--- src/rtl/pipeline_sequencer.sv ---
// rtl/pipeline_sequencer.sv - execution sequencer for the 5-stage MIPS pipeline
//
// Purpose:
//   Drives the pipeline register enables for continuous or single-step
//   execution, folds in the hazard unit's stall / HALT indications, drains
//   in-flight instructions after HALT and reports completion. Keeps an
//   executed-cycle counter (and optionally a stall counter) for the debug unit.
//
// Optional feature:
//   PIPELINE_SEQUENCER_STALL_CNT_EN - when defined, o_stall_count counts
//   stall-path cycles; when undefined, o_stall_count is tied to 0.
//
// Ports:
//   i_clk            system clock, rising edge
//   i_reset_n        asynchronous active-low reset
//   i_start          start pulse (IDLE only), i_mode sampled with it
//   i_mode           0 = continuous, 1 = single-step
//   i_step           single-step pulse (STEP_WAIT only)
//   i_flush          abort: pipeline clear, back to IDLE from any state
//   i_halt_detected  HALT opcode in IF/ID
//   i_hazard_stall   load/data hazard stall request
//   o_pc_enable      PC write enable
//   o_if_id_enable   IF/ID write enable
//   o_id_ex_bubble   load NOP into ID/EX
//   o_pipe_enable    enable for ID/EX, EX/MEM, MEM/WB and RF/memory writes
//   o_pipe_flush     one-cycle clear of all pipeline registers
//   o_busy           RUN, STEP_WAIT, STEP_EXEC or DRAIN
//   o_done           DONE
//   o_cycle_count    executed clock cycles (saturating)
//   o_stall_count    hazard bubble cycles (saturating, optional)

module pipeline_sequencer #(
  parameter int unsigned DRAIN_CYCLES = 4,
  parameter int unsigned CNT_WIDTH    = 32
) (
  input  logic                 i_clk,
  input  logic                 i_reset_n,
  input  logic                 i_start,
  input  logic                 i_mode,
  input  logic                 i_step,
  input  logic                 i_flush,
  input  logic                 i_halt_detected,
  input  logic                 i_hazard_stall,
  output logic                 o_pc_enable,
  output logic                 o_if_id_enable,
  output logic                 o_id_ex_bubble,
  output logic                 o_pipe_enable,
  output logic                 o_pipe_flush,
  output logic                 o_busy,
  output logic                 o_done,
  output logic [CNT_WIDTH-1:0] o_cycle_count,
  output logic [CNT_WIDTH-1:0] o_stall_count
);

  typedef enum logic [2:0] {
    S_IDLE      = 3'd0,
    S_RUN       = 3'd1,
    S_STEP_WAIT = 3'd2,
    S_STEP_EXEC = 3'd3,
    S_DRAIN     = 3'd4,
    S_DONE      = 3'd5
  } state_t;

  localparam logic [3:0]           DRAIN_LOAD = 4'(DRAIN_CYCLES);
  localparam logic [CNT_WIDTH-1:0] CNT_MAX    = '1;
  localparam logic [CNT_WIDTH-1:0] CNT_ONE    = {{(CNT_WIDTH-1){1'b0}}, 1'b1};

  state_t               state_q, state_d;
  logic [3:0]           drain_cnt_q, drain_cnt_d;
  logic [CNT_WIDTH-1:0] cycle_cnt_q, cycle_cnt_d;

  logic exec_cycle;   // RUN or STEP_EXEC: a normal instruction-advancing cycle
  logic start_take;
  logic count_cycle;

  always_comb begin
    exec_cycle  = (state_q == S_RUN) || (state_q == S_STEP_EXEC);
    start_take  = (state_q == S_IDLE) && i_start && !i_flush;
    count_cycle = !i_flush && (exec_cycle || (state_q == S_DRAIN));
  end

  // Next-state and drain counter. Flush overrides everything, including
  // a simultaneous start or step.
  always_comb begin
    state_d     = state_q;
    drain_cnt_d = drain_cnt_q;
    if (i_flush) begin
      state_d     = S_IDLE;
      drain_cnt_d = '0;
    end else begin
      case (state_q)
        S_IDLE: begin
          if (i_start) begin
            state_d = i_mode ? S_STEP_WAIT : S_RUN;
          end
        end
        S_RUN: begin
          if (i_halt_detected) begin
            state_d     = S_DRAIN;
            drain_cnt_d = DRAIN_LOAD;
          end
        end
        S_STEP_WAIT: begin
          if (i_step) begin
            state_d = S_STEP_EXEC;
          end
        end
        S_STEP_EXEC: begin
          if (i_halt_detected) begin
            state_d     = S_DRAIN;
            drain_cnt_d = DRAIN_LOAD;
          end else begin
            state_d = S_STEP_WAIT;
          end
        end
        S_DRAIN: begin
          // Leaving when the counter reads 1 yields exactly DRAIN_CYCLES
          // DRAIN cycles; the <= guard also covers a stray zero.
          drain_cnt_d = (drain_cnt_q == 4'd0) ? 4'd0 : (drain_cnt_q - 4'd1);
          if (drain_cnt_q <= 4'd1) begin
            state_d = S_DONE;
          end
        end
        S_DONE: begin
          state_d = S_DONE;
        end
        default: begin
          state_d     = S_IDLE;
          drain_cnt_d = '0;
        end
      endcase
    end
  end

  // Executed-cycle counter: cleared on start or flush, saturates at all-ones.
  always_comb begin
    cycle_cnt_d = cycle_cnt_q;
    if (i_flush || start_take) begin
      cycle_cnt_d = '0;
    end else if (count_cycle && (cycle_cnt_q != CNT_MAX)) begin
      cycle_cnt_d = cycle_cnt_q + CNT_ONE;
    end
  end

  always_ff @(posedge i_clk or negedge i_reset_n) begin
    if (!i_reset_n) begin
      state_q     <= S_IDLE;
      drain_cnt_q <= '0;
      cycle_cnt_q <= '0;
    end else begin
      state_q     <= state_d;
      drain_cnt_q <= drain_cnt_d;
      cycle_cnt_q <= cycle_cnt_d;
    end
  end

`ifdef PIPELINE_SEQUENCER_STALL_CNT_EN
  logic                 stall_take;
  logic [CNT_WIDTH-1:0] stall_cnt_q, stall_cnt_d;

  // Halt has priority over stall, so a halt+stall cycle is not a stall.
  always_comb begin
    stall_take  = exec_cycle && !i_flush && !i_halt_detected && i_hazard_stall;
    stall_cnt_d = stall_cnt_q;
    if (i_flush || start_take) begin
      stall_cnt_d = '0;
    end else if (stall_take && (stall_cnt_q != CNT_MAX)) begin
      stall_cnt_d = stall_cnt_q + CNT_ONE;
    end
  end

  always_ff @(posedge i_clk or negedge i_reset_n) begin
    if (!i_reset_n) begin
      stall_cnt_q <= '0;
    end else begin
      stall_cnt_q <= stall_cnt_d;
    end
  end

  assign o_stall_count = stall_cnt_q;
`else
  assign o_stall_count = '0;
`endif

  // Stage enables are combinational so a hazard or HALT seen in IF/ID
  // freezes PC and IF/ID in the very same cycle. The reset term keeps a
  // flush request from reaching the pipeline while reset is held.
  always_comb begin
    o_pc_enable    = 1'b0;
    o_if_id_enable = 1'b0;
    o_id_ex_bubble = 1'b0;
    o_pipe_enable  = 1'b0;
    o_pipe_flush   = 1'b0;
    if (!i_reset_n) begin
      o_pipe_flush = 1'b0;
    end else if (i_flush) begin
      o_pipe_flush = 1'b1;
    end else begin
      case (state_q)
        S_RUN, S_STEP_EXEC: begin
          o_pipe_enable = 1'b1;
          if (i_halt_detected || i_hazard_stall) begin
            o_id_ex_bubble = 1'b1;
          end else begin
            o_pc_enable    = 1'b1;
            o_if_id_enable = 1'b1;
          end
        end
        S_DRAIN: begin
          o_pipe_enable  = 1'b1;
          o_id_ex_bubble = 1'b1;
        end
        default: begin
          o_pipe_enable = 1'b0;
        end
      endcase
    end
  end

  always_comb begin
    o_busy = (state_q == S_RUN) || (state_q == S_STEP_WAIT) ||
             (state_q == S_STEP_EXEC) || (state_q == S_DRAIN);
    o_done = (state_q == S_DONE);
  end

  assign o_cycle_count = cycle_cnt_q;

endmodule

--- config.mk ---
export PLATFORM = sky130hd
export DESIGN_NAME = pipeline_sequencer
export DESIGN_NICKNAME = d
export VERILOG_FILES = /design/src/rtl/pipeline_sequencer.sv
export SDC_FILE = /design/constraint.sdc
export NUM_CORES = 1
export LEC_CHECK = 0
export BUFFER_PORTS_ARGS = -buffer_cell sky130_fd_sc_hd__buf_2
export CAP_MARGIN = 20
export CORE_AREA = 2 2 99 82
export DETAILED_ROUTE_END_ITERATION = 10
export DIE_AREA = 0 0 101 84
export PLACE_DENSITY = 0.66
export SYNTH_ARGS = -nofsm -noshare
export SYNTH_HDL_FRONTEND = slang
export SYNTH_SLANG_ARGS = --single-unit
--- constraint.sdc ---
create_clock -name i_clk -period 2.32 [get_ports i_clk]
set_input_delay 0.116 -clock i_clk [delete_from_list [all_inputs] [get_ports i_clk]]
set_output_delay 0.116 -clock i_clk [all_outputs]
set_load 0.05 [all_outputs]
==> results of run 1 <==
==> per-stage QoR <==
stage,area (sq um),hold WS (ns),total power (W),util [%],cells
2_1_floorplan,2680,-0.180,0.00106,-,324
3_3_place_gp,2820,-0.0587,0.00110,37.0,429
4_1_cts,2910,0.156,0.00157,38.2,438
6_report,2920,0.153,0.00155,38.3,438
5_1_grt,2920,0.158,0.00164,38.3,438
3_5_place_dp,2820,-0.0566,0.00111,37.0,429
==> flip-flops by register name, summed over array words and instances, names as in the netlist <==
signal / flops
o_cycle_count: 32
state_q: 3
drain_cnt_q: 4
==> routing by layer <==
metal	wire [um]	part of all wire [%]
met5	0	0
met4	64	1.1
met3	363	6.0
met2	2720	45
met1	2890	48
==> final timing paths <==
kind | startpoint | end | slack, ns
min | i_flush | state_q[0] | 0.15
max reg2reg | o_cycle_count[0] | o_cycle_count[6] | 0.11
min reg2reg | o_cycle_count[0] | o_cycle_count[0] | 0.53
max | o_cycle_count[0] | o_cycle_count[6] | 0.11
max in group asynchronous | i_reset_n | o_cycle_count[1] | 1.46
min in group asynchronous | i_reset_n | state_q[1] | 0.18
==> layout make-up <==
class / count / area (sq um) / share of cell area, %
multi-input cells: 232 / 1390 / 47.6
inverters: 8 / 30.0 / 1.03
repair buffers: 58 / 323 / 11.1
well taps: 93 / 116 / 3.99
clock inverters: 1 / 5.00 / 0.172
clock buffers: 7 / 76.3 / 2.62
flip-flops and latches: 39 / 978 / 33.6
==> what timing repair did <==
item / in CTS / in global routing
gates resized for setup: 0 / 1
hold buffers: 1 / 0
setup endpoints to repair: 0 / 1
setup buffers: 0 / 0
hold endpoints to repair: 21 / 0
==> cell usage in the layout, fill, tap and decap left out, types with 2 or more instances in the layout <==
| master | n |
|---|---|
| clkbuf_1 | 2 |
| nand2_1 | 21 |
| a211oi_1 | 7 |
| a211o_1 | 2 |
| a31oi_1 | 4 |
| o211ai_1 | 3 |
| mux2i_1 | 5 |
| buf_2 | 46 |
| nor3_1 | 5 |
| a41o_1 | 3 |
| nor4_1 | 8 |
| and4_1 | 7 |
| o21ai_0 | 10 |
| and2_1 | 7 |
| nand4_1 | 9 |
| nand2b_1 | 3 |
| a21oi_1 | 10 |
| nand3_1 | 10 |
| nor2_1 | 32 |
| conb_1 | 32 |
| dfrtp_1 | 37 |
| clkbuf_8 | 5 |
| dfrtp_2 | 2 |
| or3_1 | 5 |
| buf_4 | 11 |
| o21a_1 | 3 |
| inv_1 | 8 |
| or4_1 | 2 |
| and3_1 | 6 |
| o31ai_1 | 2 |
| a31o_2 | 3 |
| xnor2_1 | 14 |
| a22oi_1 | 2 |
==> worst max-delay path: stages (launching register included) <==
cell	delay [ns]
dfrtp_2	0.43
ha_1	0.23
and3_1	0.22
and4_1	0.33
a211oi_1	0.48
and3_1	0.25
mux2i_1	0.19
==> logic make-up after synthesis <==
family	count (synthesis)
simple gates	122
flops	39
xor+xnor	15
mux	5
compound gates	57
fa+ha+maj	1
buf+inv	53
other cells	1
==> power by group through the flow <==
| stage | Sequential [W] | Combinational [W] | Clock (W) |
|---|---|---|---|
| after floorplan | 0.000737 | 0.000322 | 0 |
| after global placement | 0.000721 | 0.000383 | 0 |
| after detailed placement | 0.000723 | 0.000386 | 0 |
| after CTS | 0.000710 | 0.000389 | 0.000468 |
| after global routing | 0.000713 | 0.000422 | 0.000504 |
| final | 0.000709 | 0.000388 | 0.000455 |
==> impl_metrics.yaml, run 1 <==
run_status:
  status: "finished, final reports clean"
synthesis:
  synthMuxAreaShare_pct: 1.95
  ys_types: 49
  yosys.area_share.adder_pct: 0.488
  synth_top_family_by_area: "simple AND/OR/NAND/NOR gates"
  synth_common_cells: "39 x dfrtp_1, 33 x buf_4, 32 x nor2_1, 21 x nand2_1, 14 x xnor2_1"
  synth_area_leader_cell: "dfrtp_1"
  synthTopCellsByArea: "dfrtp_1 38%, buf_4 9.7%, xnor2_1 4.8%"
  yosys.area_share.simple_pct: 26.1
  synthCells: 293
  yosysSeqAreaShare_pct: 38.1
  synth_flop_cell: "dfrtp_1"
  yosysMostFrequentCell: "dfrtp_1"
  yosysTopAreaCellShare_pct: 38.1
  syn_area_sq_mm: 0.00256
  synth_edf_count: 0
  syn_avg_cell_area_sq_um: 8.75
  yosysWarnings: 0
  synth_compound_area_share_pct: 15.4
  synthXorXnorAreaFrac_pct: 5.12
  async_flop_share_pct: 100
  yosys_register_bits: 39
sta:
  rsz0062_at_grt: "false"
  period_minus_slack_ns: 2.21
  worst_slew_pin_slew_ns: 0.625
  fmax_mhz: 453
  final_hold_viol_count: 0
  setup_violations: 0
  fin_ws_ns: 0.110
  drv_slew: 0
  relSlewSlack_pct: 58.3
  fin_setup_tns_ns: 0
  skew_ns: 0.00334
  timing.final.crit_share_pct: 95.2
min_path:
  min_delay_path_depth: 2
  hold_path_class: "in -> reg"
pwr:
  sequentialPowerShare_pct: 45.7
  p_int_w: 0.000992
  p_switching_w: 0.000560
  cellLeakagePower_nw: 1.35
  vdd.ir_drop.worst_mv: 0.204
  sw_frac_of_total_pct: 36.1
  clock_power_share_pct: 29.3
  powerDensity_mw_per_mm2: 533
  combPwrFrac_pct: 25.0
global_routing:
  grt_overflow: 0
  grt_use_total_pct: 14.7
  use_met2_pct: 21.4
  gr-max-usage-layer: "met2"
  antenna_found_initial: 0
  grt_max_degree: 37
  first_global_vias: 2014
  grt_pass1_wl_mm: 9.81
  met1_usage_pct: 20.6
  met3_usage_pct: 5.53
clocking:
  root_buffer: "clkbuf_8"
  cts_buffer_depth: 2
  htree_levels: 2
  cts_tree: "done"
  clkLatencyLatePin_ns: 0.30
  clk_pin_slew_ns: 0.08
  numCtsBuffers: 5
  cts.sink_count: 39
place:
  place_ws_ns: 0.151
  port_buffers: 46
  gp_congestion: 0.897
  hpwl_mm: 4.48
route:
  antenna_left: 0
  viasPerCell: 5.16
  vias: 2262
  initialDrtViolationCount: 139
  drt_pass1_iterations: 4
  wl_mm: 6.04
  routedWlPerCell_um: 13.8
  drc_errors: 0
setup_path:
  reg2regPathDepth: 6
  arrival_ns: 2.43
  critPathKind: "reg -> reg"
  startpoint_type: "flip-flop"
  required_ns: 2.54
  crit_path_end_kind: "flip-flop"
  path_max_fanout: 9
layout:
  fillCellCount: 789
  n_antenna_cell: 0
  layout-drive-gt1-share_pct: 21.7
  area_delta_synth_final_pct: 13.7
  nNetsFinal: 353
floorplanning:
  fp.dieW_um: 101
  start_util_pct: 33.6
  ios: 79
  num_rows: 29
  dieArea_sq_mm: 0.00848
  coreArea_sq_mm: 0.00762
  fp.dieH_um: 84
flow_run:
  cap_violations: 0
No activity file was read; power rests on OpenSTA's default activity.
==> inputs of run 2 (changes only) <==
ABC_AREA = 1   (was unset)
CORE_AREA = 2 2 107 88   (was 2 2 99 82)
DIE_AREA = 0 0 109 90   (was 0 0 101 84)
PLACE_DENSITY = 0.65   (was 0.66)
==> run 2 against run 1 <==
  * Cell count up 42%
  * Synthesized cell count up 57%
  * Global-route usage up 1.7 points
  * Routed wire length up 31%
==> impl_metrics.yaml, run 2 <==
layout:
  nNetsFinal: 516
  largest_register_ffs: 32
  n_antenna_cell: 0
  layout.cells.most_common: "nand2_1"
  final_cell_mix: "166 x nand2_1, 66 x nor2_1, 46 x buf_2"
  area_delta_synth_final_pct: 10.4
  layout-drive-gt1-share_pct: 15.0
synthesis:
  syn_avg_cell_area_sq_um: 6.54
  yosys_register_bits: 39
  synth_area_leader_cell: "dfrtp_1"
  yosysTopAreaCellShare_pct: 32.5
  yosysWarnings: 0
  synthTopCellsByArea: "dfrtp_1 33%, nand2_1 21%, buf_4 8.3%"
  yosysSeqAreaShare_pct: 32.5
  synth_flop_cell: "dfrtp_1"
  async_flop_share_pct: 100
  synthCells: 459
  synth_edf_count: 0
  synth_common_cells: "166 x nand2_1, 66 x nor2_1, 42 x inv_1, 39 x dfrtp_1, 33 x buf_4"
  syn_area_sq_mm: 0.00300
  ys_types: 35
  yosysMostFrequentCell: "nand2_1"
sta:
  fin_setup_tns_ns: 0
  setup_violations: 0
  final_hold_viol_count: 0
  worst_slew_pin_slew_ns: 0.644
  period_minus_slack_ns: 1.92
  fmax_mhz: 520
  timing.final.crit_share_pct: 82.9
  relSlewSlack_pct: 57.0
  drv_slew: 0
  fin_ws_ns: 0.397
  skew_ns: 0.0116
  rsz0062_at_grt: "false"
setup_path:
  max_stage_delay_ns: 0.54
  path_max_fanout: 22
  r2r-start: "o_cycle_count[0]"
  reg2regPathDepth: 8
  critPathKind: "reg -> reg"
  arrival_ns: 2.15
  r2r_end: "o_cycle_count[26]"
  crit_slowest_cell: "a21oi_4"
  endpoint: "o_cycle_count[26]"
  cp_cell_sequence: "ha_1 > nand2_2 > nor2_4 > nand2_4 > nor2_8 > a21oi_4 > nand4_1 > nand2_1"
  r2r_slack_ns: 0.40
  critPathLaunch: "o_cycle_count[0]"
  startpoint_type: "flip-flop"
  crit_path_end_kind: "flip-flop"
  required_ns: 2.55
route:
  initialDrtViolationCount: 155
  drc_errors: 0
  viasPerCell: 4.67
  antenna_left: 0
  wl_mm: 7.92
  drt_pass1_iterations: 4
  vias: 2911
  routedWlPerCell_um: 12.7
run_status:
  status: "finished, final reports clean"
floorplanning:
  coreArea_sq_mm: 0.00880
  num_rows: 31
  start_util_pct: 34.1
  ios: 79
  fp.dieH_um: 90
  fp.dieW_um: 109
  dieArea_sq_mm: 0.00981
clocking:
  root_buffer: "clkbuf_8"
  cts.sink_count: 39
  clk_pin_slew_ns: 0.08
  clkLatencyLatePin_ns: 0.30
  cts_tree: "done"
  cts_buffer_depth: 2
  htree_levels: 2
  numCtsBuffers: 5
pwr:
  p_int_w: 0.00108
  p_switching_w: 0.000896
  combPwrFrac_pct: 37.9
  clock_power_share_pct: 23.3
  vdd.ir_drop.worst_mv: 0.388
  power.total_w: 0.00197
  sw_frac_of_total_pct: 45.4
  cellLeakagePower_nw: 1.77
  sequentialPowerShare_pct: 38.8
  powerDensity_mw_per_mm2: 595
global_routing:
  antenna_found_initial: 0
  grt_pass1_wl_mm: 13.0
  first_global_vias: 2666
  grt_use_total_pct: 16.4
  grt_overflow: 0
  grt_max_degree: 40
min_path:
  min_from: "i_step"
  hold_path_class: "in -> reg"
place:
  place_ws_ns: 0.140
  gp_congestion: 0.916
  port_buffers: 46
  hpwl_mm: 5.97
flow_run:
  cap_violations: 0
-- run 2: power groups by stage --
stage / sequential, W / combinational, W / clock (W)
floorplan: 0.000810 / 0.000613 / 0
CTS: 0.000766 / 0.000743 / 0.000475
global placement: 0.000774 / 0.000732 / 0
detailed placement: 0.000779 / 0.000739 / 0
finish: 0.000766 / 0.000748 / 0.000460
global route: 0.000775 / 0.000818 / 0.000505
-- run 2: layout make-up --
type | instances | area, sq um
Fill cell | 971 | 5490
Multi-Input combinational cell | 367 | 1680
Sequential cell | 39 | 976
Timing Repair Buffer | 49 | 255
Inverter | 45 | 174
Tap cell | 115 | 144
Clock buffer | 7 | 76.3
Clock inverter | 1 | 5.00
-- run 2: layer usage --
metal / vias up / GRT usage, % / routed length (um)
met5: - / 0 / 0
met4: 0 / 2.99 / 46
met3: 6 / 2.76 / 495
met2: 88 / 25.8 / 3620
met1: 1349 / 23.6 / 3760
li1: 1468 / - / -
-- run 2: critical path, delay by kind of cell (launching register included) --
kind	cells	cell delay, ns
adders and majority gates	1	0.24
DFF	1	0.44
AOI/OAI and AO/OA	1	0.54
and+or+nand+nor	6	0.63
-- run 2: worst min path at each step --
stage	end	depth (start not counted)
6_report	state_q[1]	3
5_1_grt	state_q[1]	3
4_1_cts	state_q[1]	3
3_5_place_dp	state_q[1]	2
3_3_place_gp	state_q[1]	2
2_1_floorplan	drain_cnt_q[0]	0
-- run 2: kinds of logic after synthesis --
group / after synthesis / synth area share (%)
fa+ha+maj: 1 / 0.417
simple gates: 299 / 43.3
compound gates: 25 / 5.17
buf+inv: 84 / 15.5
other cells: 1 / 0.125
flops: 39 / 32.5
xor+xnor: 10 / 2.92
-- run 2: metrics by stage --
stage	std cells	util, %	instance area, sq um	hold slack, ns
floorplan	490	-	3120	-0.180
global placement	614	36.5	3220	0.260
detailed placement	614	36.5	3220	0.267
CTS	623	37.6	3310	0.0624
global route	623	37.6	3310	0.0757
finish	623	37.6	3310	0.0681
-- run 2: what timing repair did --
| item | in CTS | in global routing |
|---|---|---|
| hold buffers | 1 | 0 |
| hold endpoints to repair | 39 | 0 |
| gates resized for setup | 0 | 1 |
| endpoints found under the setup margin | 0 | 7 |
| buffers inserted | 0 | 0 |
